<file path="src/rtl/adc_capture_ctrl.sv">
// Acquisition sequencer: arms on start, waits for a trigger, then writes a
// decimated burst of {ch1, ch2} sample pairs into an external sample RAM.
module adc_capture_ctrl #(
   parameter int ADDR_W = 10,
   parameter int DATA_W = 14
) (
   input  logic                  clk_design,
   input  logic                  rst,
   input  logic                  en,
   input  logic [DATA_W-1:0]     adc_ch1,
   input  logic [DATA_W-1:0]     adc_ch2,
   input  logic                  start,
   input  logic                  abort,
   input  logic [ADDR_W-1:0]     cfg_len,
   input  logic [7:0]            cfg_decim,
   input  logic [1:0]            cfg_trig_mode,
   input  logic [DATA_W-1:0]     cfg_thresh,
   input  logic                  ext_trig,
   output logic                  wr_en,
   output logic [ADDR_W-1:0]     wr_addr,
   output logic [2*DATA_W-1:0]   wr_data,
   output logic                  armed,
   output logic                  busy,
   output logic                  done,
   output logic [ADDR_W:0]       sample_count
);

   typedef enum logic [1:0] {IDLE, ARMED, CAPTURE, DONE} state_t;

   state_t                    state, state_nx;
   logic signed [DATA_W-1:0]  ch1_p0, ch2_p0, ch1_p1;
   logic                      vld_p0;
   logic [ADDR_W-1:0]         addr, len_q;
   logic [7:0]                decim_cnt, decim_q;
   logic [1:0]                mode_q;
   logic signed [DATA_W-1:0]  thresh_q;
   logic                      arm_go, wr_go, trig_hit;

   function automatic logic cross_up(input logic signed [DATA_W-1:0] prev,
                                     input logic signed [DATA_W-1:0] cur,
                                     input logic signed [DATA_W-1:0] th);
      return (prev < th) && (cur >= th);
   endfunction

   function automatic logic cross_dn(input logic signed [DATA_W-1:0] prev,
                                     input logic signed [DATA_W-1:0] cur,
                                     input logic signed [DATA_W-1:0] th);
      return (prev >= th) && (cur < th);
   endfunction

   // Stage p0/p1: sample registers; data path carries no reset
   always_ff @(posedge clk_design) begin
      if (en) begin
         ch1_p0 <= adc_ch1;
         ch2_p0 <= adc_ch2;
         ch1_p1 <= ch1_p0;
      end
   end

   // vld_p0 marks that ch1_p1 holds a sample taken after the latest arm
   always_ff @(posedge clk_design) begin
      if (rst)
         vld_p0 <= 1'b0;
      else if (en)
         vld_p0 <= !arm_go;
   end

   always_comb begin
      trig_hit = 1'b0;
      case (mode_q)
         2'b01:   trig_hit = vld_p0 && cross_up(ch1_p1, ch1_p0, thresh_q);
         2'b10:   trig_hit = vld_p0 && cross_dn(ch1_p1, ch1_p0, thresh_q);
         2'b11:   trig_hit = ext_trig;
         default: trig_hit = 1'b1;
      endcase
   end

   always_comb begin
      state_nx = state;
      arm_go   = 1'b0;
      wr_go    = 1'b0;
      if (en) begin
         if (abort) begin
            state_nx = IDLE;
         end else begin
            case (state)
               IDLE, DONE: begin
                  if (start) begin
                     arm_go   = 1'b1;
                     state_nx = (cfg_trig_mode == 2'b00) ? CAPTURE : ARMED;
                  end
               end
               ARMED: begin
                  if (trig_hit)
                     state_nx = CAPTURE;
               end
               CAPTURE: begin
                  if (decim_cnt == '0) begin
                     wr_go = 1'b1;
                     if (addr == len_q)
                        state_nx = DONE;
                  end
               end
               default: state_nx = IDLE;
            endcase
         end
      end
   end

   // Stage p1: control state and registered RAM write port
   always_ff @(posedge clk_design) begin
      if (rst) begin
         state        <= IDLE;
         addr         <= '0;
         decim_cnt    <= '0;
         sample_count <= '0;
         len_q        <= '0;
         decim_q      <= '0;
         mode_q       <= '0;
         thresh_q     <= '0;
         wr_en        <= 1'b0;
         wr_addr      <= '0;
         wr_data      <= '0;
         armed        <= 1'b0;
         busy         <= 1'b0;
         done         <= 1'b0;
      end else if (en) begin
         state <= state_nx;
         armed <= (state_nx == ARMED);
         // busy lingers through the cycle of the final write so it drops with done's rise
         busy  <= (state_nx == ARMED) || (state_nx == CAPTURE) ||
                  (state == CAPTURE && state_nx == DONE);
         done  <= (state == DONE) && (state_nx == DONE);
         wr_en <= wr_go;
         if (arm_go) begin
            len_q        <= cfg_len;
            decim_q      <= cfg_decim;
            mode_q       <= cfg_trig_mode;
            thresh_q     <= cfg_thresh;
            addr         <= '0;
            decim_cnt    <= '0;
            sample_count <= '0;
         end
         if (wr_go) begin
            wr_addr      <= addr;
            wr_data      <= {ch1_p0, ch2_p0};
            sample_count <= sample_count + (ADDR_W+1)'(1);
            if (state_nx == CAPTURE)
               addr <= addr + ADDR_W'(1);
         end
         if (state == CAPTURE && !abort)
            decim_cnt <= (decim_cnt == decim_q) ? '0 : decim_cnt + 8'd1;
      end else begin
         wr_en <= 1'b0;
      end
   end

endmodule

</file>
<file path="config.mk">
export PLATFORM = sky130hd
export DESIGN_NAME = adc_capture_ctrl
export DESIGN_NICKNAME = d
export VERILOG_FILES = /design/src/rtl/adc_capture_ctrl.sv
export SDC_FILE = /design/constraint.sdc
export NUM_CORES = 1
export LEC_CHECK = 0
export CAP_MARGIN = 15
export CORE_MARGIN = 5
export CORE_UTILIZATION = 45
export DETAILED_ROUTE_END_ITERATION = 16
export GPL_TIMING_DRIVEN = 0
export PLACE_DENSITY = 0.7
export REMOVE_ABC_BUFFERS = 1
export SLEW_MARGIN = 20
export SYNTH_ARGS = -nofsm -noshare
export SYNTH_HDL_FRONTEND = slang
export SYNTH_SLANG_ARGS = --single-unit
</file>
<file path="constraint.sdc">
create_clock -name clk_design -period 6.5 [get_ports clk_design]
set_input_delay 0.65 -clock clk_design [delete_from_list [all_inputs] [get_ports clk_design]]
set_output_delay 0.65 -clock clk_design [all_outputs]
set_load 0.02 [all_outputs]
</file>
## After elaboration in Yosys (flattened, before gate mapping)

Index checks and enable logic that the tools add are counted.
Widths: inputs -> output; s select.

| operators by class | value |
|---|---|
| $add $sub $neg | 3 |
| $lt $le $gt $ge | 4 |
| eq/ne operators | 11 |
| mux-type cells | 25 |
| bitwise logic cells | 1 |
| reductions and logical operators | 22 |

Operator list:

| cell | count |
|---|---|
| $mux 10 | 3 |
| $ge 14x14->1 | 2 |
| $lt 14x14->1 | 2 |
| $mux 8 | 3 |
| $mux 11 | 2 |
| $mux 2 | 7 |
| $eq 2x2->1 const B | 6 |
| $add 11x1->11 const B | 1 |
| $add 10x1->10 const B | 1 |
| $eq 10x10->1 | 1 |
| $add 8x1->8 const B | 1 |
| $eq 8x8->1 | 1 |
| $logic_not 8->1 | 1 |
| $mux 1 | 8 |
| $reduce_and 2->1 | 4 |
| $logic_and 1x1->1 | 7 |
| $eq 2x1->1 const B | 3 |
| $pmux 2 s3 | 1 |
| $logic_not 2->1 | 2 |
| $reduce_bool 2->1 | 2 |
| $reduce_or 2->1 | 2 |
| $pmux 1 s3 | 1 |
| $logic_not 1->1 | 2 |
| $logic_or 1x1->1 | 2 |
| $not 1->1 | 1 |

| storage, ports and cells | value |
|---|---|
| bits in registers | 150 |
| bits of input ports | 68 |
| output and inout port bits | 53 |
| logic and storage cells | 84 |

## Logic depth before layout (Yosys ltp)

| logic depth | value |
|---|---|
| depth in word-level cells | 11 |
| mapped depth | 13 |
| depth with buffers taken out | 11 |

## Least setup slack after synthesis

OpenSTA, ideal clock, no wires.

| path | value |
|---|---|
| path kind | input to register |
| start | in cfg_trig_mode[0] |
| end | reg addr[2] |
| setup time | 132 ps |
| arrival | 2686 ps |
| required time | 6368 ps |
| setup slack | 3682 ps |
| stages | 11 |
| buffers on the path | 2 |
| cells stage by stage | or3b_1 a311oi_4 a21oi_2 o2bb2ai_2 nor2_1 or3_1 buf_2 and2_0 buf_2 o21ai_1 a21oi_1 |

| on the way | value |
|---|---|
| longest elaborated chain between the ends | 9 |

RTL lines:

| element | line | RTL |
|---|---|---|
| start, declared | 16 | `input logic [1:0] cfg_trig_mode,` |
| $logic_not 2->1 | 90 | `state_nx = (cfg_trig_mode == 2'b00) ? CAPTURE : ARMED;` |
| $mux 2 | 90 |  |
| $mux 2 | 88 | `if (start) begin` |
| $pmux 2 s3 | 86 | `case (state)` |
| $mux 2 | 83 | `if (abort) begin` |
| $mux 2 | 82 | `if (en) begin` |
| $eq 2x2->1 | 148 | `if (state_nx == CAPTURE)` |
| $mux 10 | 148 |  |
| $mux 10 | 144 | `if (wr_go) begin` |
| end signal, assigned | 149 | `addr <= addr + ADDR_W'(1);` |
| end, declared | 33 | `logic [ADDR_W-1:0] addr, len_q;` |

No other way between the ends.
A chain may end at the register's enable or synchronous reset.

## Final worst setup path

| path | value |
|---|---|
| start | in en |
| end | reg addr[4] |

| on the way | value |
|---|---|
| longest elaborated chain between the ends | 4 |
| elaborated cells on any way between the ends | 7 |
| those cells by class | eq/ne: 1; mux: 6 |

RTL lines:

| element | line | RTL |
|---|---|---|
| start, declared | 9 | `input logic en,` |
| $mux 2 / $mux 1 (equally long branches) | 82 |  |
| $eq 2x2->1 / $mux 10 (equally long branches) | 148, 135 |  |
| $mux 10 | 148 |  |
| $mux 10 | 144 |  |

Parallel ways exist; a longest one is shown, timed or not.

==> impl.org <==
** STA
- The final count of hold timing violations is 0.
- Slew Limit Fails :: 0
- Tightest Pin Transition :: 606.8 ps
- Final critical-path share of the clock period :: 57.13%
- Setup violations remaining at the end of the flow were counted as 0.
- For this run, the top clock speed supported by timing is 0.2693 GHz.
- Setup repair after global routing left no endpoint under its margin.
- Minimum period implied by the final worst setup slack :: 3714 ps
- Worst clock skew on the final layout :: 6.368 ps
- Once routing completed, OpenROAD measured the worst setup slack at 2786 ps.
- Worst slew slack as a fraction of its limit :: 59.50%

** Route
- For this run, the detailed router's first-pass iteration total came to 5.
- DRC violation count after routing :: 0
- Dividing the detail-routed via count by the number of cells gives 5.319.
- Mean routed wirelength per cell :: 15.00 µm
- DRC marker count from the first detailed-route iteration :: 372
- Detailed-route wire length :: 15.66 mm
- Number of antenna-violating nets in the routed design :: 0
- Vias after detailed routing :: 5,553

** Place
- Once placement finished, the instance area stood at 0.008104 mm².
- Post-DP HPWL :: 11.16 mm
- In this run the tool buffered the top-level ports with 120 buffer cells.
- Gpl congestion :: 0.8002
- Setup slack after placement :: 2354 ps

** Clocking
- Total CTS buffers :: 17
- The tree built by TritonCTS fans out to 150 sinks.
- Root buffer cell :: sky130_fd_sc_hd__clkbuf_16
- Number of buffers inserted by hold repair at cts :: 0
- In this run the number of H-tree levels came out at 4.
- After clock tree synthesis, the setup repair step added 0 buffers.
- Counting along the longest clock path gives a buffer depth of 2.
- After clock tree synthesis, the clock-pin slew on the worst setup and hold paths is 60 ps.
- Post-CTS repair changed the size of 0 cells.
- Clock latency on the worst-skew pair :: 420 ps
- TritonCTS built the clock tree.

** Synthesis
- After synthesis the netlist holds a flip-flop and latch count of 150.
- For this run, asynchronously set or reset flops after synthesis account for 0%.
- Among all flip-flop cells after synthesis, the most frequent one is sky130_fd_sc_hd__dfxtp_1.
- Yosys top cell by area :: sky130_fd_sc_hd__dfxtp_1
- Ranked by instance count, the synthesized netlist is headed by sky130_fd_sc_hd__nand2_1 (160), sky130_fd_sc_hd__a21oi_1 (119), sky130_fd_sc_hd__dfxtp_1 (108).
- After technology mapping, the gate count stands at 737.
- After synthesis, the netlist uses 52 different library cells.
- Library cell with the highest instance count after synthesis :: sky130_fd_sc_hd__nand2_1
- Netlist area before placement :: 0.006653 mm²
- Fraction of the yosys area taken by sequential cells :: 51.46%
- After synthesis, the cell types taking the most area are sky130_fd_sc_hd__dfxtp_1 (32%), sky130_fd_sc_hd__edfxtp_1 (19%), sky130_fd_sc_hd__nand2_1 (9.0%), sky130_fd_sc_hd__a21oi_1 (9.0%), sky130_fd_sc_hd__ha_1 (7.1%).
- Yosys mapped a number of flops with a built-in enable equal to 42.
- Yosys printed 0 warnings.
- Portion of synthesized cell area occupied by the leading cell type :: 32.50%
- Synthesized area per cell :: 9.027 µm²

** Worst setup path
- Kind of launch point of the worst setup path :: input port
- In this run the worst path has a maximum fanout of 32.
- Required time at the worst-slack endpoint :: 6800 ps
- STA classifies the critical path endpoint as a register.
- Arrival time of data at the critical path endpoint :: 4020 ps
- The setup path with the least slack is of type input port to register.

** Power
- Summed over all cells, the static leakage comes to 3.225 nW.
- Across the VDD grid, the largest voltage drop is 0.1884 mV.
- Areal power density over the cells :: 256.0 mW/mm²

** Final layout
- The post-route netlist has 5.465% of its cells at a drive strength greater than 1.
- Final instance area :: 0.008732 mm²
- # diodes :: 0
- The net count of the finished layout is 953.
- The area growth from synthesis to layout is 31.26%.

** Floorplanning
- Measured along the x axis, the die boundary spans 131.6 µm.
- Row generation in the floorplan step produced 44 rows.
- The die is 131.6 µm tall.
- Starting utilization of the core area :: 45.77%
- Core ar. :: 0.01453 mm²
- 121 I/O pins were placed.
- Die outline area :: 0.01731 mm²

** Global routing
- Number of antenna violations at the first check in global routing :: 0
- Total grt overflow :: 0
- Global routing used 17.83% of the available tracks across all layers.
- The number of global-route vias before repair came to 5,508.
- Maximum number of pins on one net before global-route repair :: 63
- The first global-routing pass estimated 25.94 mm of wire.

** Run status
- Result of the run :: complete, no violations

** Run
- Maxcap violations :: 0

** Min path
- The min-delay analysis places its worst path in the category register to register.
[where the power goes]
part / internal [mW] / total [mW] / switching (mW)
clock: 0.648 / 1.05 / 0.397
sequential: 0.995 / 1.01 / 0.0176
combinational: 0.0868 / 0.177 / 0.0905
[layout make-up]
cell class              count  area [µm²]
clock inverters            13       195.2
well taps                 184       230.2
clock buffers              19       432.9
multi-input cells         524        3002
inverters                  28       105.1
flip-flops and latches    150        3423
fillers                  1255        5802
repair buffers            126        1344
[through the flow]
stage / hold slack [ps] / utilization (%) / instances / setup TNS [ps] / total power [mW]
2_1_floorplan: 430.3 / - / 702 / 0 / 1.111
3_3_place_gp: 443.0 / 54.69 / 1006 / -6524 / 1.198
5_1_grt: 465.0 / 60.08 / 1044 / 0 / 2.314
6_report: 452.5 / 60.08 / 1044 / 0 / 2.235
3_5_place_dp: 445.5 / 55.76 / 1012 / 0 / 1.210
4_1_cts: 454.2 / 60.08 / 1044 / 0 / 2.254
[critical path, cell delays in order]
cell                      delay (ps)
sky130_fd_sc_hd__buf_2           340
sky130_fd_sc_hd__buf_12          270
sky130_fd_sc_hd__inv_1           180
sky130_fd_sc_hd__nor2_1          430
sky130_fd_sc_hd__nand3_2         600
sky130_fd_sc_hd__or3_1           800
sky130_fd_sc_hd__and2_0          430
sky130_fd_sc_hd__o21ai_1         210
sky130_fd_sc_hd__a21oi_1          90
[metal layers]
layer  share of wire (%)  global-route usage (%)  up-vias  routed length, µm
li1                    -                       -     2789                  -
met1                  43                   20.88     2620               6687
met2                  50                   31.26      126               7878
met3                 5.7                   5.313       18                889
met4                 1.3                   5.771        0                208
met5                   0                       0        -                  0
[state kept, by name, summed over array words and instances, names as in the netlist, 2 cells and up]
name / count
thresh_q: 14
wr_addr: 10
addr: 10
state: 2
ch1_p1: 14
wr_data: 28
ch1_p0: 14
ch2_p0: 14
decim_q: 8
mode_q: 2
sample_count: 11
len_q: 10
decim_cnt: 8
[kinds of logic after synthesis]
| group | share of synthesized area (%) |
|---|---|
| and+or+nand+nor | 19.92 |
| DFF | 51.46 |
| buffers and inverters | 3.611 |
| AOI/OAI and AO/OA | 15.37 |
| xor gates and xnor gates | 2.501 |
| adders and majority gates | 7.147 |
[final timing paths]
kind	from	to	slack [ps]	cells past startpoint
worst max-delay path	en	addr[4]	2790	9
worst min-delay path	wr_data[6]	wr_data[6]	450	2
worst max register to register	decim_cnt[1]	addr[4]	2810	9
worst min register to register	wr_data[6]	wr_data[6]	450	2
[layout by cell type, fill, tap and decap left out, types with 13 or more instances in the layout]
cell type and count:
sky130_fd_sc_hd__edfxtp_1 42, sky130_fd_sc_hd__xor2_1 19, sky130_fd_sc_hd__nor2_1 41, sky130_fd_sc_hd__clkdlybuf4s50_1 118
sky130_fd_sc_hd__nand2_1 160, sky130_fd_sc_hd__dfxtp_1 108, sky130_fd_sc_hd__inv_1 28, sky130_fd_sc_hd__ha_1 38
sky130_fd_sc_hd__and3_1 15, sky130_fd_sc_hd__nand3_1 13, sky130_fd_sc_hd__a21oi_1 119, sky130_fd_sc_hd__clkbuf_16 17
sky130_fd_sc_hd__o21ai_0 14
(Power assumes the default switching activity.)
==> RTL edit 1: new RTL, config.mk and constraints unchanged <==
Put one more register stage on the output `sample_count`, without a reset. The value now appears one clock later. The other outputs are not delayed to match.
--- a/src/rtl/adc_capture_ctrl.sv
+++ b/src/rtl/adc_capture_ctrl.sv
@@ -26,6 +26,8 @@
 );
 
    typedef enum logic [1:0] {IDLE, ARMED, CAPTURE, DONE} state_t;
+
+   logic [ADDR_W:0] sample_count_s0;
 
    state_t                    state, state_nx;
    logic signed [DATA_W-1:0]  ch1_p0, ch2_p0, ch1_p1;
@@ -113,7 +115,7 @@
          state        <= IDLE;
          addr         <= '0;
          decim_cnt    <= '0;
-         sample_count <= '0;
+         sample_count_s0 <= '0;
          len_q        <= '0;
          decim_q      <= '0;
          mode_q       <= '0;
@@ -139,12 +141,12 @@
             thresh_q     <= cfg_thresh;
             addr         <= '0;
             decim_cnt    <= '0;
-            sample_count <= '0;
+            sample_count_s0 <= '0;
          end
          if (wr_go) begin
             wr_addr      <= addr;
             wr_data      <= {ch1_p0, ch2_p0};
-            sample_count <= sample_count + (ADDR_W+1)'(1);
+            sample_count_s0 <= sample_count_s0 + (ADDR_W+1)'(1);
             if (state_nx == CAPTURE)
                addr <= addr + ADDR_W'(1);
          end
@@ -155,5 +157,9 @@
       end
    end
 
+   always_ff @(posedge clk_design) begin
+      sample_count <= sample_count_s0;
+   end
+
 endmodule
 
Check against the original RTL: not equivalent (Yosys sat finds a counterexample within 4 cycles, from zero or initial values and one cycle with rst high).
==> RTL edit 1 against the unedited design <==
Cell area rose by 2.3%. Sequential cell count rose by 11. Total power rose by 2.4%. Synthesized area rose by 3.8%. Worst setup slack got worse by 0.18 ns. Fmax fell by 4.5%. Routed wire length rose by 1.9%. Highest routed layer unchanged.
==> RTL edit 1: results (changes against the unedited design) <==
[status]
status=completed

[placed_design]
place_ws_ns=2.20  ; -0.149 ns
dpl.hpwl_mm=11.0  ; -1.2%
dpl.cell_count=1016  ; +0.40%
gp_congestion=0.857  ; +7.1%
place_area_um2=8310  ; +2.6%
port_buffers=120  ; unchanged

[min_path]
hold_end=sample_count[5]
holdPathStages=0  ; -2
holdCritStartpoint=sample_count_s0[5]

[global_routing]
grt_pass1_vias=5642  ; +2.4%
track_usage_pct=18.4  ; +0.61 points
grt_first_pass_wirelength_mm=26.8  ; +3.4%
grt_max_degree=59  ; -6.3%

[critical_path]
r2r_slack_ns=2.92  ; +0.11 ns
reg2reg_from=decim_cnt[0]
worst-endpoint-arrival_ns=4.17  ; +0.15 ns
cp_top_family=simple AND/OR/NAND/NOR gates
critPathMaxFanout=50  ; +56%
cp_slowest_stage_delay_ns=1.01  ; +0.21 ns
worst_path_max_delay_cell=and3_2
r2r_end=addr[8]

[power]
p_comb_uw=170  ; -4%
internal_power_uw=1800  ; +3.9%
vdd_drop_max_mv=0.178  ; -5.5%
seqPwrFrac_pct=47.1  ; +1.8 points
power_switching_uw=492  ; -2.6%
cellLeakagePower_uw=0.00330  ; +2.5%

[synth]
synth_area_per_cell_um2=9.37  ; +3.8%
ys_types=58  ; +12%
yosys_warnings=0  ; unchanged
synth_edf_count=42  ; unchanged
synthTopCellsByArea=dfxtp_1 34%, edfxtp_1 18%, nand2_1 9.0%
yosysSeqAreaShare_pct=52.7  ; +1.3 points
ys_top_cells_by_count=165 x nand2_1, 119 x dfxtp_1, 104 x a21oi_1, 42 x edfxtp_1, 38 x ha_1

[drt]
avgRoutedWirePerCell_um=15.2  ; +1.5%
drt_iter0_drc=269  ; -28%
finalWirelength_mm=16.0  ; +1.9%
dr.pass1.iters=4  ; -1
viasPerCell=5.34  ; +0.32%

[sta]
fin_worst_skew_ns=0.00847  ; +0.00211 ns
whs_ns=0.382  ; -0.0700 ns
relSlewSlack_pct=33.2  ; -26 points

[clocking]
clkLatencyLatePin_ns=0.42  ; about the same

[final_layout]
drive_gt1_share_pct=7.67  ; +2.2 points
diodes=0  ; unchanged
n_fill_cell=1273  ; +1.4%

-- RTL edit 1: cell type report --
| cell class | instances | area [um^2] | share of cell area (%) |
|---|---|---|---|
| clock buffer | 22 | 454 | 5.08 |
| clock inverter | 10 | 159 | 1.78 |
| inverter | 30 | 113 | 1.26 |
| multi-input combinational | 513 | 3030 | 33.9 |
| sequential | 161 | 3640 | 40.8 |
| tap | 188 | 235 | 2.63 |
| timing repair buffer | 124 | 1300 | 14.6 |
-- RTL edit 1: worst max path at each step --
stage / slack (ns) / to / startpoint
3_5_place_dp: 2.20 / addr[3] / en
6_report: 2.61 / addr[8] / en
4_1_cts: 2.66 / addr[8] / en
3_3_place_gp: 0.53 / addr[6] / en
2_1_floorplan: 3.66 / addr[2] / decim_cnt[0]
5_1_grt: 2.27 / addr[5] / en
-- RTL edit 1: layer usage --
metal / vias to the layer above / routed length (um) / GRT usage, %
met5: - / 0 / 0
met4: 0 / 189 / 5.83
met3: 16 / 964 / 5.59
met2: 145 / 7800 / 31.2
met1: 2653 / 7000 / 22.6
li1: 2778 / - / -
-- RTL edit 1: worst reg2reg max path, cell delays in order, from the launching register on --
cell and delay (ns):
dfxtp_1 0.36, inv_1 0.08, ha_1 0.13, or4b_4 0.47, nor4_4 0.28, and3_2 0.92
o221ai_2 0.46, and2_1 0.46, o21ai_2 0.22, a21oi_2 0.06
-- RTL edit 1: cell families after synthesis --
family / Yosys count / synth area share, %
compound gates: 172 / 15.2
xor+xnor: 19 / 2.41
fa+ha+maj: 38 / 6.88
buf+inv: 63 / 3.66
flops: 161 / 52.7
mux: 1 / 0.145
simple gates: 283 / 18.9
==> RTL edit 2: new RTL, config.mk and constraints unchanged <==
Without the edit above. Set the parameter `ADDR_W` to 11 (it was 10).
--- a/src/rtl/adc_capture_ctrl.sv
+++ b/src/rtl/adc_capture_ctrl.sv
@@ -1,7 +1,7 @@
 // Acquisition sequencer: arms on start, waits for a trigger, then writes a
 // decimated burst of {ch1, ch2} sample pairs into an external sample RAM.
 module adc_capture_ctrl #(
-   parameter int ADDR_W = 10,
+   parameter int ADDR_W = 11,
    parameter int DATA_W = 14
 ) (
    input  logic                  clk_design,
Interface: changed (resized cfg_len, sample_count and wr_addr); port bits go from 121 to 124. No check against the original RTL was run, so the function may have changed too.
==> RTL edit 2 against the unedited design <==
Total power is 3.0% lower. Sequential cell count is 4 higher. Sequential share of layout area is 0.17 points higher. Via count is 0.23% lower. Routed wire length is 0.70% lower. Worst setup slack better by 0.23 ns. Clock skew is 0.0035 ns higher. Synthesized area is 3.1% higher. Cell area is 1.9% higher. Critical path type unchanged. Critical endpoint is now sample_count[9]. Largest cell class unchanged.
==> RTL edit 2: results (changes against the unedited design) <==
[synth]
synthTopCellsByArea=dfxtp_1 33%, edfxtp_1 18%, nand2_1 9.4%
synth_xor_area_share_pct=3.32  ; +0.82 points
ys_top_cells_by_count=172 x nand2_1, 112 x dfxtp_1, 102 x a21oi_1, 42 x edfxtp_1
synth_area_per_cell_um2=9.13  ; +1.2%
synth_compound_area_share_pct=15.9  ; +0.54 points

[critical_path]
worst_path_max_delay_cell=nand3_4
worst-endpoint-arrival_ns=3.83  ; -0.19 ns
reg2reg_from=decim_cnt[0]
cp_slowest_stage_delay_ns=0.57  ; -0.23 ns
r2r_slack_ns=3.31  ; +0.50 ns
cp-endpoint=sample_count[9]

[global_routing]
met1_usage_pct=22.7  ; +1.8 points
track_usage_pct=17.7  ; -0.11 points
grt_max_degree=70  ; +11%
use_met2_pct=27.5  ; -3.8 points
grt_pass1_vias=5355  ; -2.8%

[final_layout]
final_cells=1062  ; +1.7%
n_fill_cell=1338  ; +6.6%
drive_gt1_share_pct=6.41  ; +0.94 points
final_cell_area_um2=8900  ; +1.9%

[drt]
viasPerCell=5.22  ; -1.9%
wl_met3_mm=1.28  ; +44%
wl_met1_mm=7.20  ; +7.7%
drt_iter0_drc=344  ; -7.5%
dr.pass1.iters=4  ; -1
finalWirelength_mm=15.6  ; -0.70%
wl_met2_mm=6.92  ; -12%

[placed_design]
dpl.hpwl_mm=10.8  ; -3.2%
port_buffers=123  ; +2.5%
place_ws_ns=2.53  ; +0.175 ns

[status]
status=completed

[min_path]
hold_end=wr_data[27]
holdCritStartpoint=wr_data[27]

[sta]
fin_worst_skew_ns=0.00985  ; +0.00348 ns
fin_crit_ns=3.48  ; -0.235 ns

[power]
cellLeakagePower_uw=0.00320  ; -0.92%
internal_power_uw=1650  ; -4.8%

RTL edit 2: cell types whose count changed after synthesis, sizes merged, moves of 4 or more:
cell	unedited run	this run
or3b	7	0
xor2	19	15
nand3	15	21
xnor2	0	11
o21ai	21	14
a21oi	120	103
dfxtp	108	112
nand2	160	172
and3	17	9
o31ai	2	12
o2111ai	0	7
RTL edit 2: final cells by class:
| type | count | area [um^2] | share of cell area, % |
|---|---|---|---|
| clock buffer | 19 | 475 | 5.34 |
| tap | 188 | 235 | 2.64 |
| clock inverter | 13 | 106 | 1.20 |
| sequential | 154 | 3500 | 39.4 |
| timing repair buffer | 128 | 1350 | 15.1 |
| multi-input combinational | 529 | 3110 | 35.0 |
| inverter | 31 | 116 | 1.31 |
RTL edit 2: power by group through the flow:
stage	registers, uW	clock network, uW	logic [uW]
5_1_grt	1040	1030	199
3_5_place_dp	1060	0	179
3_3_place_gp	1060	0	171
4_1_cts	1040	978	180
2_1_floorplan	1050	0	84.3
6_report	1040	956	178
